$ cat config.mk
export PLATFORM = sky130hd
export DESIGN_NAME = pipe_reg
export DESIGN_NICKNAME = d
export VERILOG_FILES = /design/src/rtl/pipe_reg.sv
export SDC_FILE = /design/constraint.sdc
export NUM_CORES = 1
export LEC_CHECK = 0
export CORE_MARGIN = 2
export CORE_UTILIZATION = 40
export DETAILED_ROUTE_END_ITERATION = 6
export PLACE_DENSITY = 0.75
export SLEW_MARGIN = 20
export SYNTH_ARGS = -nofsm -noshare
export SYNTH_HDL_FRONTEND = slang
export SYNTH_SLANG_ARGS = --single-unit
$ cat constraint.sdc
create_clock -name clk -period 3.55 [get_ports clk]
set_input_delay 0.71 -clock clk [delete_from_list [all_inputs] [get_ports clk]]
set_output_delay 0.71 -clock clk [all_outputs]
set_load 0.01 [all_outputs]
$ cat src/rtl/pipe_reg.sv
// Parameterised pipeline register: DEPTH stages of data+valid with stall, flush
// and bubble insertion, plus a registered occupancy counter and stall counter.
module pipe_reg #(
  parameter int                 WIDTH   = 32,
  parameter int                 DEPTH   = 1,
  parameter logic [WIDTH-1:0]   RST_VAL = '0
) (
  input  logic             clk,
  input  logic             clr,
  input  logic             en,
  input  logic             flush,
  input  logic [WIDTH-1:0] datain,
  input  logic             valid_in,
  output logic [WIDTH-1:0] dataout,
  output logic             valid_out,
  output logic [3:0]       occ,
  output logic [15:0]      stall_cnt
);

  // Stage 0 occupies the least-significant slot; stage DEPTH-1 drives the outputs.
  typedef logic [DEPTH-1:0][WIDTH-1:0] stages_t;

  stages_t          data_q,      data_d;
  logic [DEPTH-1:0] valid_q,     valid_d;
  logic [3:0]       occ_q,       occ_d;
  logic [15:0]      stall_cnt_q, stall_cnt_d;

  logic [WIDTH-1:0] stage0_data;
  logic             last_valid;

  assign last_valid  = valid_q[DEPTH-1];
  assign stage0_data = valid_in ? datain : RST_VAL;

  always_comb begin
    // NOTE: every signal gets a default first so no path leaves it unassigned (no latch).
    data_d      = data_q;
    valid_d     = valid_q;
    occ_d       = occ_q;
    stall_cnt_d = stall_cnt_q;

    if (flush) begin
      data_d  = {DEPTH{RST_VAL}};
      valid_d = '0;
      occ_d   = '0;
    end else if (en) begin
      // Shift by prepending stage 0; the cast drops the old last stage.
      data_d  = stages_t'({data_q, stage0_data});
      valid_d = DEPTH'({valid_q, valid_in});
      if (valid_in && !last_valid) begin
        occ_d = occ_q + 4'd1;
      end else if (!valid_in && last_valid) begin
        occ_d = occ_q - 4'd1;
      end
    end else if ((occ_q != 4'd0) && (stall_cnt_q != 16'hFFFF)) begin
      stall_cnt_d = stall_cnt_q + 16'd1;
    end
  end

  // clr outranks flush and en, so it is applied here rather than in the next-state logic.
  always_ff @(posedge clk) begin
    // NOTE: non-blocking assignments so every flop samples pre-edge values.
    if (clr) begin
      data_q      <= {DEPTH{RST_VAL}};
      valid_q     <= '0;
      occ_q       <= '0;
      stall_cnt_q <= '0;
    end else begin
      data_q      <= data_d;
      valid_q     <= valid_d;
      occ_q       <= occ_d;
      stall_cnt_q <= stall_cnt_d;
    end
  end

  assign dataout   = data_q[DEPTH-1];
  assign valid_out = valid_q[DEPTH-1];
  assign occ       = occ_q;
  assign stall_cnt = stall_cnt_q;

endmodule

==> impl_metrics.toml <==
[logic_synthesis]
ys_async_sr_fraction = 0
synth-edff-count = 0
syn_area_sq_mm = 0.002210
synth_top_family_by_area = "simple AND/OR/NAND/NOR gates"
synth.top_cell.area_share = 0.4802
syn_nets = 283
synthCells = 241
synth.area.mux_share = 0.02435
synth_most_common_cell = "dfxtp_1"
yosys.area_share.adder = 0.03171
synth_area_leaders = "dfxtp_1 48%, a22oi_1 11%, nor2_1 6.8%, a21oi_1 3.6%, o31ai_1 3.1%"
synth_compound_area_frac = 0.1971
syn_area_per_cell_sq_um = 9.169
synth_seq_area_share = 0.4802
synth-seq-cells = 53
synthXorXnorAreaFrac = 0.007928
synth_top_flop_cell = "dfxtp_1"
ys_warn_count = 0
ys_types = 36
synth_area_leader_cell = "dfxtp_1"
synth_simple_gate_area_share = 0.2140
synth_common_cells = "53 x dfxtp_1, 40 x nor2_1, 32 x a22oi_1, 16 x a21oi_1, 15 x clkbuf_1"

[floorplan]
die-width_um = 78.33
coreArea_sq_mm = 0.005405
die_h_um = 78.33
dieArea_sq_mm = 0.006135
io_pins = 90
initial_core_util = 0.4088
rows = 27

[route]
drc = 0
ant_nets = 0
drt-vias-per-instance = 5.280
vias = 2096
wl_per_cell_um = 14.12
drt-total-wl_um = 5607
drt_first_pass_iters = 4
drtIter0Drc = 108

[critical_path]
path_max_fanout = 4
arrival_ns = 2.63
worstSetupPathType = "primary input to flop"
startpoint_type = "primary input"
cp-end-kind = "flop"
cp.required_ns = 3.75

[power]
p_leak_uw = 0.001114
ir_worst_vdd_uv = 249.3
powerDensity_mw_per_mm2 = 356.2
total_power_uw = 1164

[sta]
setup_viol = 0
slew_headroom = 0.4760
worst_clock_skew_ns = 0.003160
drv_slew = 0
fin_crit_sh = 0.6857
tightest_slew_ns = 0.7802
fmax_mhz = 410.8
whs_ns = 0.5133
period_needed_ns = 2.434
rsz0062_at_grt = "no"
fin_setup_tns_ns = 0
hold_viol_final = 0

[finish]
fillCellCount = 495
layout-drive-gt1-share = 0.07077
fin_area_sq_mm = 0.003268
diodes = 0
design.final.nets = 366
fin_util = 0.6046
syn_to_final_growth_pct = 47.90

[job]
maxCapViolCount = 0

[clock_network]
cts.path.max_buffers = 2
clkTransAtPathRegs_ns = 0.09
numCtsBuffers = 5
root_buffer = "clkbuf_8"
cts.sinks = 53
htreeDepth = 2
cts_setup_buffers = 0
cts_tree = "yes"
holdBufCountCts = 0
clock_latency_ns = 0.30
cts_resized = 0

[placement]
dp_hpwl_um = 4059
globalplace.congestion = 0.8869
place_area_sq_mm = 0.003148
io_buffers = 89

[global_routing]
grt_pass1_wl_um = 9121
grt_max_degree = 34
antenna_found_initial = 0
grt_pass1_vias = 1985
grt-ovfl-total = 0
track_usage = 0.1847

[min_path]
hold_path.class = "flop to flop"

[outcome]
status = "finished clean"
-- cells in the final DEF, fill, tap and decap left out, drive strengths merged --
| master | count |
|---|---|
| clkdlybuf4s50 | 89 |
| dfxtp | 53 |
| nor2 | 40 |
| a22oi | 32 |
| a21oi | 16 |
| or4 | 10 |
| o31ai | 9 |
| inv | 7 |
| clkbuf | 6 |
| nand2 | 6 |
| or3 | 6 |
| nand4 | 5 |
| nand3 | 5 |
| o21ai | 5 |
| ha | 4 |
| buf | 4 |
| nor4 | 4 |
| nor2b | 3 |
| mux2 | 3 |
| or2 | 2 |
| and2 | 2 |
| xnor2 | 2 |
| mux2i | 2 |
| a211oi | 1 |
| nand4bb | 1 |
| and4 | 1 |
| o21bai | 1 |
| nor3 | 1 |
| or3b | 1 |
| a21o | 1 |
| fa | 1 |
| clkinvlp | 1 |
| bufinv | 1 |
-- layout make-up --
type	instances	area, sq um	share of cell area
tap	72	90.09	0.02757
inverter	7	26.28	0.008040
timing repair buffer	93	920.9	0.2818
clock inverter	2	37.54	0.01149
sequential	53	1061	0.3247
clock buffer	6	82.58	0.02527
multi-input combinational	164	1050	0.3212
-- final timing paths --
kind	from	end	slack, ns	cells after the start
worst max-delay path	valid_in	occ[3]$_SDFFE_PP0P_	1.12	8
worst max register to register	stall_cnt[9]$_SDFFE_PP0P_	stall_cnt[14]$_SDFFE_PP0P_	1.52	4
worst min register to register	dataout[10]$_SDFFE_PP0P_	dataout[10]$_SDFFE_PP0P_	0.51	2
worst min-delay path	dataout[10]$_SDFFE_PP0P_	dataout[10]$_SDFFE_PP0P_	0.51	2
-- metal layers --
| metal | track usage | wire length, um | up-vias |
|---|---|---|---|
| li1 | - | - | 1044 |
| met1 | 0.2317 | 2442 | 982 |
| met2 | 0.2991 | 2758 | 58 |
| met3 | 0.05402 | 258 | 12 |
| met4 | 0.07368 | 147 | 0 |
| met5 | 0 | 0 | - |
-- report_power, final --
part | switching, uW | total (uW) | internal (uW)
Combinational | 54.0 | 127 | 73.5
Clock | 196 | 426 | 229
Sequential | 7.23 | 611 | 604
-- critical path, stage by stage --
cell and delay, ns:
clkdlybuf4s50_1 0.48, ha_1 0.17, inv_1 0.09, ha_1 0.28, a21o_1 0.18, a21oi_1 0.16, mux2i_1 0.21, mux2_2 0.35
-- per-stage QoR --
step           setup slack, ns  std cells
6_report                 1.116        397
5_1_grt                  1.033        397
4_1_cts                  1.112        397
3_5_place_dp            0.7795        389
3_3_place_gp            0.8514        389
2_1_floorplan            1.331        241
-- kinds of logic (layout without fill, tap and decap cells) --
kind of cell,Yosys count,in the layout
mux,5,5
fa+ha+maj,5,5
buf+inv,24,108
compound gates,65,65
simple gates,87,87
xor+xnor,2,2
flops,53,53
-- state kept, by name, summed over array words and instances, names as in the netlist --
| signal | cells |
|---|---|
| dataout | 32 |
| stall_cnt | 16 |
| valid_out | 1 |
| occ | 4 |
Note: power is estimated with default switching activity, not from simulation.
